$ cat src/rtl/dual_scan_pkg.sv
// dual_scan_pkg: shared FSM states, unit ids and default buffer depth for dual_scan_ctrl
package dual_scan_pkg;
  typedef enum logic [2:0] {IDLE, START, SCAN, XFER, SWAP, HALT} state_e;
  localparam logic UNIT_A = 1'b0;
  localparam logic UNIT_B = 1'b1;
  localparam int CAPACITY_DEF = 100;
endpackage

$ cat src/rtl/dual_scan_ctrl_scan_unit_if.sv
// scan_unit_if: per-scanner front end (input history, edge detect, decrement strobe, registered pulses)
// Ports: start_req_i/standby_req_i -> start_scan_o/standby_o one cycle later;
//        ready_transfer_i, ready_second_i, start_second_i, data_count_i from the scanner;
//        full_o, empty_o, rs_rise_o, ss_rise_o, dec_o status strobes to the controller.
module scan_unit_if
  import dual_scan_pkg::*;
#(
  parameter int CAPACITY = CAPACITY_DEF,
  parameter int CNT_W = 8
) (
  input  logic             clk,
  input  logic             rst,
  input  logic             start_req_i,
  input  logic             standby_req_i,
  input  logic             ready_transfer_i,
  input  logic             ready_second_i,
  input  logic             start_second_i,
  input  logic [CNT_W-1:0] data_count_i,
  output logic             start_scan_o,
  output logic             standby_o,
  output logic             full_o,
  output logic             empty_o,
  output logic             rs_rise_o,
  output logic             ss_rise_o,
  output logic             dec_o
);
  logic rs_q, ss_q, start_q, standby_q;
  logic [CNT_W-1:0] cnt_q;
  always_ff @(posedge clk or posedge rst)
    if (rst) begin
      rs_q <= 1'b0;
      ss_q <= 1'b0;
      cnt_q <= '0;
      start_q <= 1'b0;
      standby_q <= 1'b0;
    end else begin
      rs_q <= ready_second_i;
      ss_q <= start_second_i;
      cnt_q <= data_count_i;
      start_q <= start_req_i;
      standby_q <= standby_req_i;
    end
  assign start_scan_o = start_q;
  assign standby_o = standby_q;
  assign full_o = ready_transfer_i && data_count_i == CNT_W'(CAPACITY);
  assign empty_o = data_count_i == '0;
  assign rs_rise_o = ready_second_i && !rs_q;
  assign ss_rise_o = start_second_i && !ss_q;
  // only an exact step of -1 counts as a word; a zero history cannot wrap into a false hit
  assign dec_o = cnt_q != '0 && data_count_i == cnt_q - CNT_W'(1);
endmodule

$ cat src/rtl/dual_scan_ctrl.sv
// dual_scan_ctrl: ping-pong host controller for two scanner units A and B
// Ports: enable/stop host requests; a_*/b_* scanner handshakes (start_scan, transfer, flush,
//        standby out; ready_to_transfer, ready_second, start_second, data_count in);
//        rx_valid/rx_unit per received word, frames_done counter, busy, timeout_err.
// Build option: DUAL_SCAN_TIMEOUT_EN adds the XFER watchdog driving timeout_err.
module dual_scan_ctrl
  import dual_scan_pkg::*;
#(
  parameter int CAPACITY = CAPACITY_DEF,
  parameter int CNT_W = 8,
  parameter int XFER_TIMEOUT = 255
) (
  input  logic             clk,
  input  logic             rst,
  input  logic             enable,
  input  logic             stop,
  output logic             a_start_scan,
  output logic             b_start_scan,
  output logic             a_transfer,
  output logic             b_transfer,
  output logic             a_flush,
  output logic             b_flush,
  output logic             a_standby,
  output logic             b_standby,
  input  logic             a_ready_to_transfer,
  input  logic             b_ready_to_transfer,
  input  logic             a_ready_second,
  input  logic             b_ready_second,
  input  logic             a_start_second,
  input  logic             b_start_second,
  input  logic [CNT_W-1:0] a_data_count,
  input  logic [CNT_W-1:0] b_data_count,
  output logic             rx_valid,
  output logic             rx_unit,
  output logic [15:0]      frames_done,
  output logic             busy,
  output logic             timeout_err
);
  state_e state_q, state_d;
  logic cur_q, other_started_q, sb_done_q, rx_valid_q, rx_unit_q, to;
  logic [15:0] frames_q;
  logic [1:0] start_req, sb_req, start_p, sb_p, full, empty, rs_rise, ss_rise, dec, xfer, flush;

  scan_unit_if #(.CAPACITY(CAPACITY), .CNT_W(CNT_W)) u_a (
    .clk(clk), .rst(rst), .start_req_i(start_req[UNIT_A]), .standby_req_i(sb_req[UNIT_A]),
    .ready_transfer_i(a_ready_to_transfer), .ready_second_i(a_ready_second),
    .start_second_i(a_start_second), .data_count_i(a_data_count),
    .start_scan_o(start_p[UNIT_A]), .standby_o(sb_p[UNIT_A]), .full_o(full[UNIT_A]),
    .empty_o(empty[UNIT_A]), .rs_rise_o(rs_rise[UNIT_A]), .ss_rise_o(ss_rise[UNIT_A]),
    .dec_o(dec[UNIT_A])
  );

  scan_unit_if #(.CAPACITY(CAPACITY), .CNT_W(CNT_W)) u_b (
    .clk(clk), .rst(rst), .start_req_i(start_req[UNIT_B]), .standby_req_i(sb_req[UNIT_B]),
    .ready_transfer_i(b_ready_to_transfer), .ready_second_i(b_ready_second),
    .start_second_i(b_start_second), .data_count_i(b_data_count),
    .start_scan_o(start_p[UNIT_B]), .standby_o(sb_p[UNIT_B]), .full_o(full[UNIT_B]),
    .empty_o(empty[UNIT_B]), .rs_rise_o(rs_rise[UNIT_B]), .ss_rise_o(ss_rise[UNIT_B]),
    .dec_o(dec[UNIT_B])
  );

  always_ff @(posedge clk or posedge rst)
    if (rst) state_q <= IDLE;
    else state_q <= state_d;

  always_comb begin
    state_d = state_q;
    case (state_q)
      IDLE:  state_d = enable && !stop ? START : IDLE;
      START: state_d = stop ? HALT : SCAN;
      SCAN:  state_d = stop ? HALT : full[cur_q] ? XFER : SCAN;
      XFER:  state_d = empty[cur_q] ? SWAP : to ? HALT : XFER;
      SWAP:  state_d = stop || !enable ? HALT : other_started_q ? SCAN : START;
      HALT:  state_d = &empty ? IDLE : HALT;
      default: state_d = IDLE;
    endcase
  end

  // pre-wake requests target the idle unit and are each allowed once per frame
  always_comb begin
    xfer = '0;
    start_req = '0;
    sb_req = '0;
    xfer[cur_q] = state_q == XFER;
    start_req[cur_q] = state_q == START && !stop;
    start_req[~cur_q] = state_q == SCAN && ss_rise[cur_q] && !other_started_q;
    sb_req[~cur_q] = state_q == SCAN && rs_rise[cur_q] && !sb_done_q;
    flush = {2{state_q == HALT}} & ~empty;
  end

  always_ff @(posedge clk or posedge rst)
    if (rst) begin
      cur_q <= UNIT_A;
      other_started_q <= 1'b0;
      sb_done_q <= 1'b0;
      rx_valid_q <= 1'b0;
      rx_unit_q <= 1'b0;
      frames_q <= '0;
    end else begin
      rx_valid_q <= state_q == XFER && dec[cur_q];
      if (state_q == XFER && dec[cur_q]) rx_unit_q <= cur_q;
      if (state_q == XFER && empty[cur_q]) frames_q <= frames_q + 16'd1;
      if (state_q == SCAN && ss_rise[cur_q]) other_started_q <= 1'b1;
      if (state_q == SCAN && rs_rise[cur_q]) sb_done_q <= 1'b1;
      if (state_q == SWAP) begin
        cur_q <= ~cur_q;
        sb_done_q <= 1'b0;
        if (state_d == SCAN) other_started_q <= 1'b0;
      end
      if (state_q == HALT && state_d == IDLE) other_started_q <= 1'b0;
    end

`ifdef DUAL_SCAN_TIMEOUT_EN
  logic [15:0] wd_q;
  logic err_q;
  // fires on the XFER_TIMEOUT-th consecutive XFER cycle without a decrement
  assign to = state_q == XFER && !dec[cur_q] && !empty[cur_q] && wd_q == 16'(XFER_TIMEOUT - 1);
  always_ff @(posedge clk or posedge rst)
    if (rst) begin
      wd_q <= '0;
      err_q <= 1'b0;
    end else begin
      wd_q <= state_q == XFER && !dec[cur_q] ? wd_q + 16'd1 : '0;
      if (to) err_q <= 1'b1;
    end
  assign timeout_err = err_q;
`else
  logic unused_to;
  assign unused_to = XFER_TIMEOUT[0];
  assign to = 1'b0;
  assign timeout_err = 1'b0;
`endif

  assign a_start_scan = start_p[UNIT_A];
  assign b_start_scan = start_p[UNIT_B];
  assign a_standby = sb_p[UNIT_A];
  assign b_standby = sb_p[UNIT_B];
  assign a_transfer = xfer[UNIT_A];
  assign b_transfer = xfer[UNIT_B];
  assign a_flush = flush[UNIT_A];
  assign b_flush = flush[UNIT_B];
  assign rx_valid = rx_valid_q;
  assign rx_unit = rx_unit_q;
  assign frames_done = frames_q;
  assign busy = state_q != IDLE;
endmodule
$ cat config.mk
export PLATFORM = sky130hd
export DESIGN_NAME = dual_scan_ctrl
export DESIGN_NICKNAME = d
export VERILOG_FILES = /design/src/rtl/dual_scan_pkg.sv /design/src/rtl/dual_scan_ctrl_scan_unit_if.sv /design/src/rtl/dual_scan_ctrl.sv
export SDC_FILE = /design/constraint.sdc
export NUM_CORES = 1
export LEC_CHECK = 0
export BUFFER_PORTS_ARGS = -buffer_cell sky130_fd_sc_hd__buf_4
export CORE_ASPECT_RATIO = 0.5
export CORE_MARGIN = 2
export CORE_UTILIZATION = 44
export CTS_CLUSTER_DIAMETER = 50
export CTS_CLUSTER_SIZE = 12
export DETAILED_ROUTE_END_ITERATION = 16
export PLACE_DENSITY = 0.7
export SLEW_MARGIN = 20
export SYNTH_ARGS = -nofsm -noshare
export SYNTH_HDL_FRONTEND = slang
export SYNTH_SLANG_ARGS = --single-unit
export TNS_END_PERCENT = 1
$ cat constraint.sdc
create_clock -name clk -period 4.8 [get_ports clk]
set_input_delay 0.24 -clock clk [delete_from_list [all_inputs] [get_ports clk]]
set_output_delay 0.24 -clock clk [all_outputs]
set_load 0.01 [all_outputs]
==> results.tsv, run 1 <==
stage	metric	value	unit
yosys	Mapped Area	0.002550	mm2
global_route	maximum number of pins on one net before global-route repair	49	
detailed_routing	via density per instance	5.603	
sta	setup violation total in the final timing report	0	
die	Site Rows	19	
setup_path	arrival time of data at the critical path endpoint	2.55	ns
setup_path	Critical Path Start Type	flop	
detailed_routing	number of remaining DRC errors	0	
yosys	post-synth net total	279	
sta	final period utilization	49.76	%
clocking	Clock Tree Root	sky130_fd_sc_hd__clkbuf_16	
yosys	instance count of the mapped netlist	250	
yosys	number of enable flip-flop cells after synthesis	0	
detailed_routing	number of nets with antenna violations after detailed routing	0	
yosys	ys async rst share	100.0	%
clocking	Num CTS Buffers	5	
detailed_routing	Total Wirelength	5537	um
sta	setup repair after global routing missed its margin	no	
die	area of the core region	0.005539	mm2
setup_path	ordered cell list for the critical path	inv_1 -> ha_1 -> xor2_1 -> or4b_2 -> a311oi_1 -> o211ai_1 -> o2bb2ai_1	
clocking	CTS Buffer Depth	2	
yosys	leading post-synthesis cells by instance count	sky130_fd_sc_hd__dfrtp_1 (48), sky130_fd_sc_hd__xnor2_1 (24), sky130_fd_sc_hd__nand2_1 (17), sky130_fd_sc_hd__nor2_1 (13)	
placement	Post-Place Cells	368	
sta	Clock Skew	0.004644	ns
sta	time the worst path needs with I/O delays and setup	2.388	ns
yosys	part of the Yosys area used for sequential elements	47.11	%
setup_path	slowest cell delay on critical path	0.63	ns
global_route	residual overflow from global routing	0	
yosys	mean post-synth cell area	10.20	um2
clocking	count of hold buffers inserted by post-cts repair	0	
clocking	CTS clock-pin slew for the worst setup and hold paths	0.07	ns
sta	relative slew slack	44.04	%
setup_path	worst path buffer plus inverter count	1	
die	starting density of the core	46.04	%
setup_path	required time at the worst-slack endpoint	4.96	ns
die	boundary pin count	54	
die	floorplan die area	0.006457	mm2
power	total leakage power	1.395	nW
setup_path	nature of the critical path endpoint	flop	
placement	count of buffers inserted at the top-level ports	52	
yosys	Area contributors post-synth	sky130_fd_sc_hd__dfrtp_1 (47%), sky130_fd_sc_hd__xnor2_1 (8.2%), sky130_fd_sc_hd__xor2_1 (3.8%)	
power	Worst VDD drop	0.1518	mV
yosys	synth unique cells	53	
outcome	run status	completed	
yosys	main flop type after synthesis	sky130_fd_sc_hd__dfrtp_1	
run	max capacitance violation total	0	
sta	Max Clock Freq	418.7	MHz
detailed_routing	Iteration-0 DRC Markers	73	
detailed_routing	routed wire length per instance	14.77	um
clocking	number of levels in the clock H-tree	2	
final_layout	Net count, final	331	
detailed_routing	drt first pass iters	4	
global_route	via count of the first global-routing pass	2034	
setup_path	Slowest-stage cell, CP	sky130_fd_sc_hd__or4b_2	
global_route	GRT Util Overall	18.22	%
placement	post-detail-place hpwl	4115	um
worst_hold_path	class of the tightest hold or removal check	primary input to flop	
placement	gpl congestion	0.8498	
power	areal power density over the cells	356.3	mW/mm2
detailed_routing	vias post-DR	2101	
sta	Least-Margin Pin Slew	0.8385	ns
clocking	PostCTS Resize Cnt	0	
yosys	number of storage elements in the synthesis netlist	48	
setup_path	critical-path maximum fanout	7	
yosys	cell taking the most area after synthesis	sky130_fd_sc_hd__dfrtp_1	
setup_path	FF-to-FF Start	u_a.cnt_q[0]	
final_layout	final core occ	56.70	%
final_layout	fin cells	375	
worst_hold_path	critical hold path startpoint	b_start_second	
global_route	number of antenna violations at the first check in global routing	0	
global_route	wire length of the first global-routing pass	9508	um
setup_path	crit path kind	flop to flop	
clocking	number of setup buffers added after CTS	0	
clocking	clock tree from TritonCTS	yes	
final_layout	Synth-to-Final Area Change	23.16	%
yosys	number of warnings printed during yosys synthesis	0	
yosys	share of the synthesized area in the top cell type	47.11	%
yosys	most frequent cell after synthesis	sky130_fd_sc_hd__dfrtp_1	
final_layout	number of inserted filler cells in the final layout	492	
final_layout	share of layout cells above drive strength 1	22.85	%
sta	count of final hold-check violations	0	
sta	sum of negative setup slack	0	ns
clocking	total clock sinks	48	
die	overall die width	111.7	um
sta	number of pins with negative max-slew slack in the final report	0	
setup_path	Critical path origin	u_a.cnt_q[0]	
die	die extent in y	57.83	um
setup_path	cell class contributing the biggest share of worst-path delay	compound AO/OA/AOI/OAI gates	
final_layout	diode insertion count for antenna repair	0	
clocking	clock latency reported for the late side of the worst-skew pair	0.28	ns
-- flip-flops by register name, indices dropped and copies added (netlist names) --
signal,count
u_b.start_scan_o,1
frames_done,16
state_q,3
u_a.ss_q,1
u_b.cnt_q,8
u_a.cnt_q,8
other_started_q,1
sb_done_q,1
rx_unit,1
u_a.standby_o,1
u_b.rs_q,1
u_a.start_scan_o,1
u_b.standby_o,1
cur_q,1
u_b.ss_q,1
rx_valid,1
u_a.rs_q,1
-- power by group --
group          internal [W]  switching (W)  leakage (nW)
Sequential         0.000441      0.0000671         0.615
Clock              0.000189       0.000147        0.0657
Combinational      0.000130       0.000145         0.715
Total              0.000760       0.000359          1.40
-- cell usage in the layout (no fill, tap or decap), types with 2 or more instances in the layout --
cell type and count:
sky130_fd_sc_hd__buf_4 52, sky130_fd_sc_hd__dfrtp_1 48, sky130_fd_sc_hd__xnor2_1 24, sky130_fd_sc_hd__nand2_1 17, sky130_fd_sc_hd__nor2_1 13, sky130_fd_sc_hd__xor2_1 11, sky130_fd_sc_hd__inv_1 10, sky130_fd_sc_hd__a21oi_1 10
sky130_fd_sc_hd__nand3_1 9, sky130_fd_sc_hd__nand2b_1 8, sky130_fd_sc_hd__o21ai_0 7, sky130_fd_sc_hd__nor3_1 6, sky130_fd_sc_hd__nand4_1 6, sky130_fd_sc_hd__nor4_1 5, sky130_fd_sc_hd__clkbuf_16 5, sky130_fd_sc_hd__or4_4 4
sky130_fd_sc_hd__or3_1 4, sky130_fd_sc_hd__o211ai_1 4, sky130_fd_sc_hd__nand3b_1 3, sky130_fd_sc_hd__and4_1 3, sky130_fd_sc_hd__and3_1 3, sky130_fd_sc_hd__a21o_1 3, sky130_fd_sc_hd__or4_1 3, sky130_fd_sc_hd__o41ai_1 3
sky130_fd_sc_hd__nor2b_1 3, sky130_fd_sc_hd__ha_1 3, sky130_fd_sc_hd__a311o_1 2, sky130_fd_sc_hd__a311oi_1 2, sky130_fd_sc_hd__a32oi_1 2, sky130_fd_sc_hd__a211oi_1 2, sky130_fd_sc_hd__o31ai_1 2, sky130_fd_sc_hd__clkinv_2 2
sky130_fd_sc_hd__a211oi_4 2
-- metrics by stage --
stage	total power [W]	area [um2]	setup WS, ns	hold WS [ns]
CTS	0.001124	3139	2.438	0.06465
finish	0.001119	3141	2.412	0.06748
global placement	0.0007792	3002	2.504	0.3613
floorplan	0.0006897	2550	2.730	0.2714
global route	0.001188	3141	2.323	0.06126
detailed placement	0.0007861	3002	2.462	0.3598
-- routing by layer --
| metal | share of wire (%) | vias up | track usage, % |
|---|---|---|---|
| met5 | 0 | - | 0 |
| met4 | 0.54 | 0 | 3.527 |
| met3 | 3.9 | 4 | 3.556 |
| met2 | 47 | 41 | 31.17 |
| met1 | 48 | 1036 | 24.82 |
| li1 | - | 1020 | - |
-- logic make-up (layout without fill, tap and decap cells) --
kind of cell,after synthesis,after routing,synth area share (%)
adders and majority gates,3,3,1.472
AOI/OAI and AO/OA,48,48,14.18
other,1,1,0.1471
muxes,1,1,0.4416
xor gates and xnor gates,35,35,12.02
buffers and inverters,18,70,2.797
DFF,48,48,47.10
and+or+nand+nor,96,96,21.84
-- area by class of cell --
class                      count  area (um2)  share of cell area [%]
clock buffer                   5       125.1                   3.984
multi-input combinational    184        1277                   40.68
clock inverter                 2       12.51                  0.3984
inverter                      11       42.54                   1.355
tap                           73       91.34                   2.908
sequential                    48        1201                   38.25
timing repair buffer          52       390.4                   12.43
-- final timing paths --
| path | end | slack (ns) | cells past startpoint |
|---|---|---|---|
| min reg2reg | frames_done[15] | 0.48 | 1 |
| min in group asynchronous | u_b.cnt_q[4] | 0.10 | 2 |
| max reg2reg | rx_unit | 2.41 | 7 |
| min | u_b.ss_q | 0.07 | 1 |
| max | rx_unit | 2.41 | 7 |
| max in group asynchronous | frames_done[9] | 4.21 | 2 |
Power figures use the tool's default switching activity.
==> run 2, diff against run 1 <==
==> constraint.sdc (replaced) <==
create_clock -name clk -period 2.3 [get_ports clk]
set_input_delay 0.115 -clock clk [delete_from_list [all_inputs] [get_ports clk]]
set_output_delay 0.115 -clock clk [all_outputs]
set_load 0.01 [all_outputs]
==> results.tsv, run 2 (synthesized netlist as in run 1, its figures left out) <==
stage	metric	value	unit	change
global_route	number of antenna violations at the first check in global routing	0		unchanged
setup_path	crit path kind	primary input to flop		was flop to flop
final_layout	number of inserted filler cells in the final layout	450		was 492
sta	final period utilization	97.16	%	
sta	relative slew slack	57.03	%	was 44.04%
final_layout	area of all placed cells without fillers	0.003508	mm2	was 0.003141 mm2
clocking	CTS clock-pin slew for the worst setup and hold paths	0.07	ns	about the same
detailed_routing	Total Wirelength	6139	um	was 5537 um
placement	gpl congestion	0.8546		was 0.8498
clocking	CTS Buffer Depth	2		unchanged
setup_path	required time at the worst-slack endpoint	2.48	ns	was 4.96 ns
clocking	clock tree from TritonCTS	yes		unchanged
setup_path	internal reg-to-reg setup slack	0.15	ns	was 2.41 ns
final_layout	max reg flops	16		unchanged
global_route	via count of the first global-routing pass	2139		was 2034
die	area of the core region	0.005539	mm2	unchanged
setup_path	critical-path maximum fanout	5		was 7
placement	post-detail-place hpwl	4286	um	was 4115 um
final_layout	diode insertion count for antenna repair	0		unchanged
setup_path	arrival time of data at the critical path endpoint	2.41	ns	was 2.55 ns
final_layout	Net count, final	365		was 331
sta	number of pins with negative max-slew slack in the final report	0		unchanged
sta	minimum hold slack	0.007148	ns	was 0.06748 ns
clocking	number of levels in the clock H-tree	2		unchanged
global_route	wire length of the first global-routing pass	10040	um	was 9508 um
clocking	clock latency reported for the late side of the worst-skew pair	0.29	ns	was 0.28 ns
die	die extent in y	57.83	um	unchanged
detailed_routing	routed wire length per instance	14.97	um	was 14.77 um
detailed_routing	drt first pass iters	5		was 4
die	boundary pin count	54		unchanged
setup_path	nature of the critical path endpoint	flop		unchanged
clocking	total clock sinks	48		unchanged
worst_hold_path	worst hold stages	1		unchanged
final_layout	most common cell after layout, fill and taps aside	sky130_fd_sc_hd__buf_4		unchanged
clocking	Num CTS Buffers	5		unchanged
final_layout	final core occ	63.34	%	was 56.70%
detailed_routing	number of remaining DRC errors	0		unchanged
clocking	Clock Tree Root	sky130_fd_sc_hd__clkbuf_16		unchanged
sta	time the worst path needs with I/O delays and setup	2.235	ns	
detailed_routing	Iteration-0 DRC Markers	112		was 73
worst_hold_path	class of the tightest hold or removal check	primary input to flop		unchanged
outcome	run status	completed		unchanged
power	areal power density over the cells	737.8	mW/mm2	was 356.3 mW/mm2
sta	Clock Skew	0.004384	ns	was 0.004644 ns
die	starting density of the core	46.04	%	unchanged
sta	setup repair after global routing missed its margin	yes		was no
global_route	residual overflow from global routing	0		unchanged
run	max capacitance violation total	0		unchanged
setup_path	Critical Path Start Type	primary input		was flop
worst_hold_path	critical hold path startpoint	b_data_count[5]		was b_start_second
placement	count of buffers inserted at the top-level ports	52		unchanged
sta	setup violation total in the final timing report	0		unchanged
power	total leakage power	1.590	nW	was 1.395 nW
global_route	GRT Util Overall	19.56	%	was 18.22%
setup_path	reg-to-reg endpoint	rx_unit		unchanged
power	sum of internal, switching and leakage power	0.002589	W	was 0.001119 W
final_layout	Synth-to-Final Area Change	37.59	%	was 23.16%
worst_hold_path	Worst Hold Endpoint	u_b.cnt_q[5]		was u_b.ss_q
final_layout	share of layout cells above drive strength 1	25.52	%	was 22.85%
global_route	maximum number of pins on one net before global-route repair	26		was 49
detailed_routing	vias post-DR	2247		was 2101
placement	Placed Instance Area	0.003062	mm2	was 0.003002 mm2
sta	Max Clock Freq	447.5	MHz	
setup_path	FF-to-FF Start	u_a.cnt_q[0]		unchanged
final_layout	commonest cells after routing, fill and taps aside	sky130_fd_sc_hd__buf_4 (64), sky130_fd_sc_hd__dfrtp_1 (48), sky130_fd_sc_hd__xnor2_1 (24)		was sky130_fd_sc_hd__buf_4 (52), sky130_fd_sc_hd__dfrtp_1 (48), sky130_fd_sc_hd__xnor2_1 (24)
setup_path	worst reg2reg path depth	6		was 7
detailed_routing	number of nets with antenna violations after detailed routing	0		unchanged
detailed_routing	via density per instance	5.480		was 5.603
die	floorplan die area	0.006457	mm2	unchanged
sta	Least-Margin Pin Slew	0.6386	ns	was 0.8385 ns
die	Site Rows	19		unchanged
sta	count of final hold-check violations	0		unchanged
die	overall die width	111.7	um	unchanged
power	Worst VDD drop	0.4967	mV	was 0.1518 mV
==> run 2: cell count changes in the layout (fill, tap and decap cells not counted), sizes merged <==
cell / change
clkbuf: +1
buf: +14
clkinvlp: -1
dlygate4sd3: +18
inv: +1
dlymetal6s4s: +2
bufinv: +1
clkinv: -1
==> run 2: final cells by class <==
class	count	area (um2)	area share [%]
Multi-Input combinational cell	184	1289	36.73
Timing Repair Buffer	86	708.2	20.19
Sequential cell	48	1201	34.24
Clock buffer	6	138.9	3.959
Clock inverter	2	38.79	1.106
Inverter	11	41.29	1.177
Tap cell	73	91.34	2.603
==> run 2: worst max-delay path by stage <==
stage | startpoint | end | cells past startpoint | slack (ns)
final | b_data_count[2] | frames_done[5] | 8 | 0.07
after global routing | b_data_count[2] | frames_done[8] | 7 | -0.01
after CTS | b_data_count[2] | frames_done[8] | 7 | 0.07
after detailed placement | b_data_count[0] | frames_done[8] | 6 | 0.10
after floorplan | u_a.cnt_q[0] | rx_unit | 7 | 0.25
after global placement | a_data_count[7] | frames_done[8] | 6 | 0.13
==> run 2: report_power, final <==
group	internal (W)	switching, W
Clock	0.000545	0.000326
Combinational	0.000331	0.000346
Sequential	0.000920	0.000120
==> run 2: what timing repair did <==
action                                  CTS  global route
hold endpoints to repair                 42             0
resized for setup                         0             6
endpoints found under the setup margin    0            11
setup buffers                             0             7
hold buffers                             20             0
==> run 2: worst max-delay path, cell delays in order <==
cell and delay [ns]:
sky130_fd_sc_hd__dlygate4sd3_1 0.56, sky130_fd_sc_hd__buf_4 0.16, sky130_fd_sc_hd__or3_1 0.39, sky130_fd_sc_hd__or4_4 0.48
sky130_fd_sc_hd__a211oi_4 0.28, sky130_fd_sc_hd__buf_4 0.18, sky130_fd_sc_hd__nand4_1 0.11, sky130_fd_sc_hd__xnor2_1 0.14
==> run 2: metal layers <==
layer  part of all wire [%]  track usage [%]
met5                      0                0
met4                   0.90            5.291
met3                    3.7            3.556
met2                     49            34.29
met1                     46            25.68
==> run 2: through the flow <==
step           TNS [ns]  worst slack, ns  std cells
2_1_floorplan         0           0.2512        250
3_3_place_gp          0           0.1295        376
3_5_place_dp          0           0.1002        376
4_1_cts               0          0.07293        404
5_1_grt        -0.01192         -0.01192        410
6_report              0          0.06539        410
==> run 3, diff against run 2 <==
--- a/config.mk
+++ b/config.mk
@@ -13,6 +13,7 @@
 export CTS_CLUSTER_SIZE = 12
 export DETAILED_ROUTE_END_ITERATION = 16
 export PLACE_DENSITY = 0.7
+export SETUP_SLACK_MARGIN = 0.1
 export SLEW_MARGIN = 20
 export SYNTH_ARGS = -nofsm -noshare
 export SYNTH_HDL_FRONTEND = slang
==> results.tsv, run 3 (synthesized netlist as in run 1, its figures left out) <==
stage	metric	value	unit	change
die	overall die width	111.7	um	unchanged
die	area of the core region	0.005539	mm2	unchanged
sta	setup violation total in the final timing report	0		unchanged
global_route	met3 capacity usage during global routing	3.661	%	was 3.556%
die	die extent in y	57.83	um	unchanged
placement	gpl congestion	0.8546		unchanged
sta	setup repair after global routing missed its margin	yes		unchanged
die	boundary pin count	54		unchanged
clocking	number of levels in the clock H-tree	2		unchanged
global_route	via count of the first global-routing pass	2153		was 2139
setup_path	arrival time of data at the critical path endpoint	2.33	ns	was 2.41 ns
final_layout	commonest cells after routing, fill and taps aside	sky130_fd_sc_hd__buf_4 (60), sky130_fd_sc_hd__dfrtp_1 (48), sky130_fd_sc_hd__xnor2_1 (24)		was sky130_fd_sc_hd__buf_4 (64), sky130_fd_sc_hd__dfrtp_1 (48), sky130_fd_sc_hd__xnor2_1 (24)
detailed_routing	Total Wirelength	6004	um	was 6139 um
power	total leakage power	1.556	nW	was 1.590 nW
clocking	CTS clock-pin slew for the worst setup and hold paths	0.07	ns	about the same
detailed_routing	vias post-DR	2231		was 2247
global_route	wire length of the first global-routing pass	10050	um	was 10040 um
detailed_routing	Iteration-0 DRC Markers	137		was 112
clocking	Clock Tree Root	sky130_fd_sc_hd__clkbuf_16		unchanged
run	max capacitance violation total	0		unchanged
sta	number of pins with negative max-slew slack in the final report	0		unchanged
die	starting density of the core	46.04	%	unchanged
setup_path	critical-path maximum fanout	7		was 5
outcome	run status	completed		unchanged
placement	count of buffers inserted at the top-level ports	52		unchanged
sta	worst setup slack after layout	0.1435	ns	was 0.06539 ns
placement	post-detail-place hpwl	4286	um	unchanged
sta	relative slew slack	57.40	%	was 57.03%
global_route	number of antenna violations at the first check in global routing	0		unchanged
die	floorplan die area	0.006457	mm2	unchanged
detailed_routing	number of remaining DRC errors	0		unchanged
final_layout	Net count, final	360		was 365
sta	sum of negative setup slack	0	ns	unchanged
worst_hold_path	class of the tightest hold or removal check	primary input to flop		unchanged
sta	final period utilization	93.76	%	was 97.16%
final_layout	diode insertion count for antenna repair	0		unchanged
global_route	met2 GRT Util	34.37	%	was 34.29%
final_layout	number of inserted filler cells in the final layout	445		was 450
clocking	clock latency reported for the late side of the worst-skew pair	0.28	ns	was 0.29 ns
detailed_routing	routed wire length per instance	14.82	um	was 14.97 um
power	areal power density over the cells	743.7	mW/mm2	was 737.8 mW/mm2
sta	count of final hold-check violations	0		unchanged
clocking	CTS Buffer Depth	2		unchanged
clocking	clock tree from TritonCTS	yes		unchanged
setup_path	crit path kind	primary input to flop		unchanged
sta	Least-Margin Pin Slew	0.6331	ns	was 0.6386 ns
global_route	GRT Util Overall	19.56	%	unchanged
global_route	met1 Track Usage GR	25.41	%	was 25.68%
final_layout	most common cell after layout, fill and taps aside	sky130_fd_sc_hd__buf_4		unchanged
detailed_routing	via density per instance	5.509		was 5.480
die	Site Rows	19		unchanged
sta	time the worst path needs with I/O delays and setup	2.156	ns	was 2.235 ns
final_layout	Synth-to-Final Area Change	35.87	%	was 37.59%
global_route	maximum number of pins on one net before global-route repair	26		unchanged
placement	worst slack at placement	0.1002	ns	unchanged
setup_path	required time at the worst-slack endpoint	2.47	ns	was 2.48 ns
clocking	total clock sinks	48		unchanged
sta	Clock Skew	0.004811	ns	was 0.004384 ns
power	Worst VDD drop	0.4982	mV	was 0.4967 mV
setup_path	Critical Path Start Type	primary input		unchanged
sta	Max Clock Freq	463.7	MHz	was 447.5 MHz
clocking	Num CTS Buffers	5		unchanged
detailed_routing	drt first pass iters	4		was 5
detailed_routing	number of nets with antenna violations after detailed routing	0		unchanged
final_layout	max reg flops	16		unchanged
global_route	busiest layer in global routing	met2		unchanged
global_route	residual overflow from global routing	0		unchanged
final_layout	share of layout cells above drive strength 1	24.40	%	was 25.52%
setup_path	nature of the critical path endpoint	flop		unchanged
==> run 3: cell count changes in the layout (fill, tap and decap cells not counted), sizes merged <==
cell / change
buf: -5
dlygate4sd3: +1
dlymetal6s4s: -1
==> run 3: metal layers <==
| layer | routed length, um | vias to the layer above |
|---|---|---|
| met5 | 0 | - |
| met4 | 62 | 0 |
| met3 | 251 | 6 |
| met2 | 2943 | 57 |
| met1 | 2747 | 1099 |
| li1 | - | 1069 |
==> run 3: path summary, 6_finish.rpt <==
path / startpoint / to / slack (ns) / depth (start not counted)
worst max-delay path: b_data_count[6] / frames_done[8] / 0.14 / 7
worst min-delay path: b_data_count[5] / u_b.cnt_q[5] / 0.007 / 1
worst max register to register: u_a.cnt_q[1] / rx_unit / 0.17 / 7
worst min register to register: frames_done[11] / frames_done[11] / 0.48 / 1
max in group asynchronous: rst / frames_done[2] / 1.26 / 4
min in group asynchronous: rst / frames_done[9] / 0.44 / 3
==> run 3: critical path, stage by stage <==
cell and delay, ns:
sky130_fd_sc_hd__dlygate4sd3_1 0.53, sky130_fd_sc_hd__buf_4 0.15, sky130_fd_sc_hd__or3_1 0.32, sky130_fd_sc_hd__or4_4 0.48, sky130_fd_sc_hd__a211oi_4 0.42, sky130_fd_sc_hd__nand4_1 0.16, sky130_fd_sc_hd__xnor2_1 0.14
==> run 3: what timing repair did <==
item	CTS	global route
endpoints found under the setup margin	0	12
buffers inserted	0	1
hold buffers	20	0
hold endpoints to repair	42	0
gates resized for setup	0	4
==> run 3: power by group <==
| group | internal [W] | switching (W) | total [W] |
|---|---|---|---|
| Clock | 0.000545 | 0.000323 | 0.000868 |
| Sequential | 0.000920 | 0.000120 | 0.00104 |
| Combinational | 0.000325 | 0.000344 | 0.000669 |
==> run 3: area by class of cell <==
class | count | area, um2 | area share (%)
inverter | 11 | 41.29 | 1.192
clock buffer | 6 | 138.9 | 4.009
timing repair buffer | 81 | 664.4 | 19.18
multi-input combinational | 184 | 1289 | 37.20
tap | 73 | 91.34 | 2.636
clock inverter | 2 | 38.79 | 1.120
sequential | 48 | 1201 | 34.67
==> run 3: through the flow <==
| step | total power [W] | utilization (%) | instances | hold slack [ns] | area [um2] |
|---|---|---|---|---|---|
| after floorplan | 0.001439 | - | 250 | 0.1464 | 2550 |
| after detailed placement | 0.001688 | 55.27 | 376 | 0.2086 | 3062 |
| after CTS | 0.002583 | 62.10 | 404 | 0.0003041 | 3440 |
| final | 0.002577 | 62.55 | 405 | 0.006634 | 3465 |
| after global placement | 0.001671 | 55.27 | 376 | 0.2027 | 3062 |
| after global routing | 0.002721 | 62.55 | 405 | 0.007168 | 3465 |
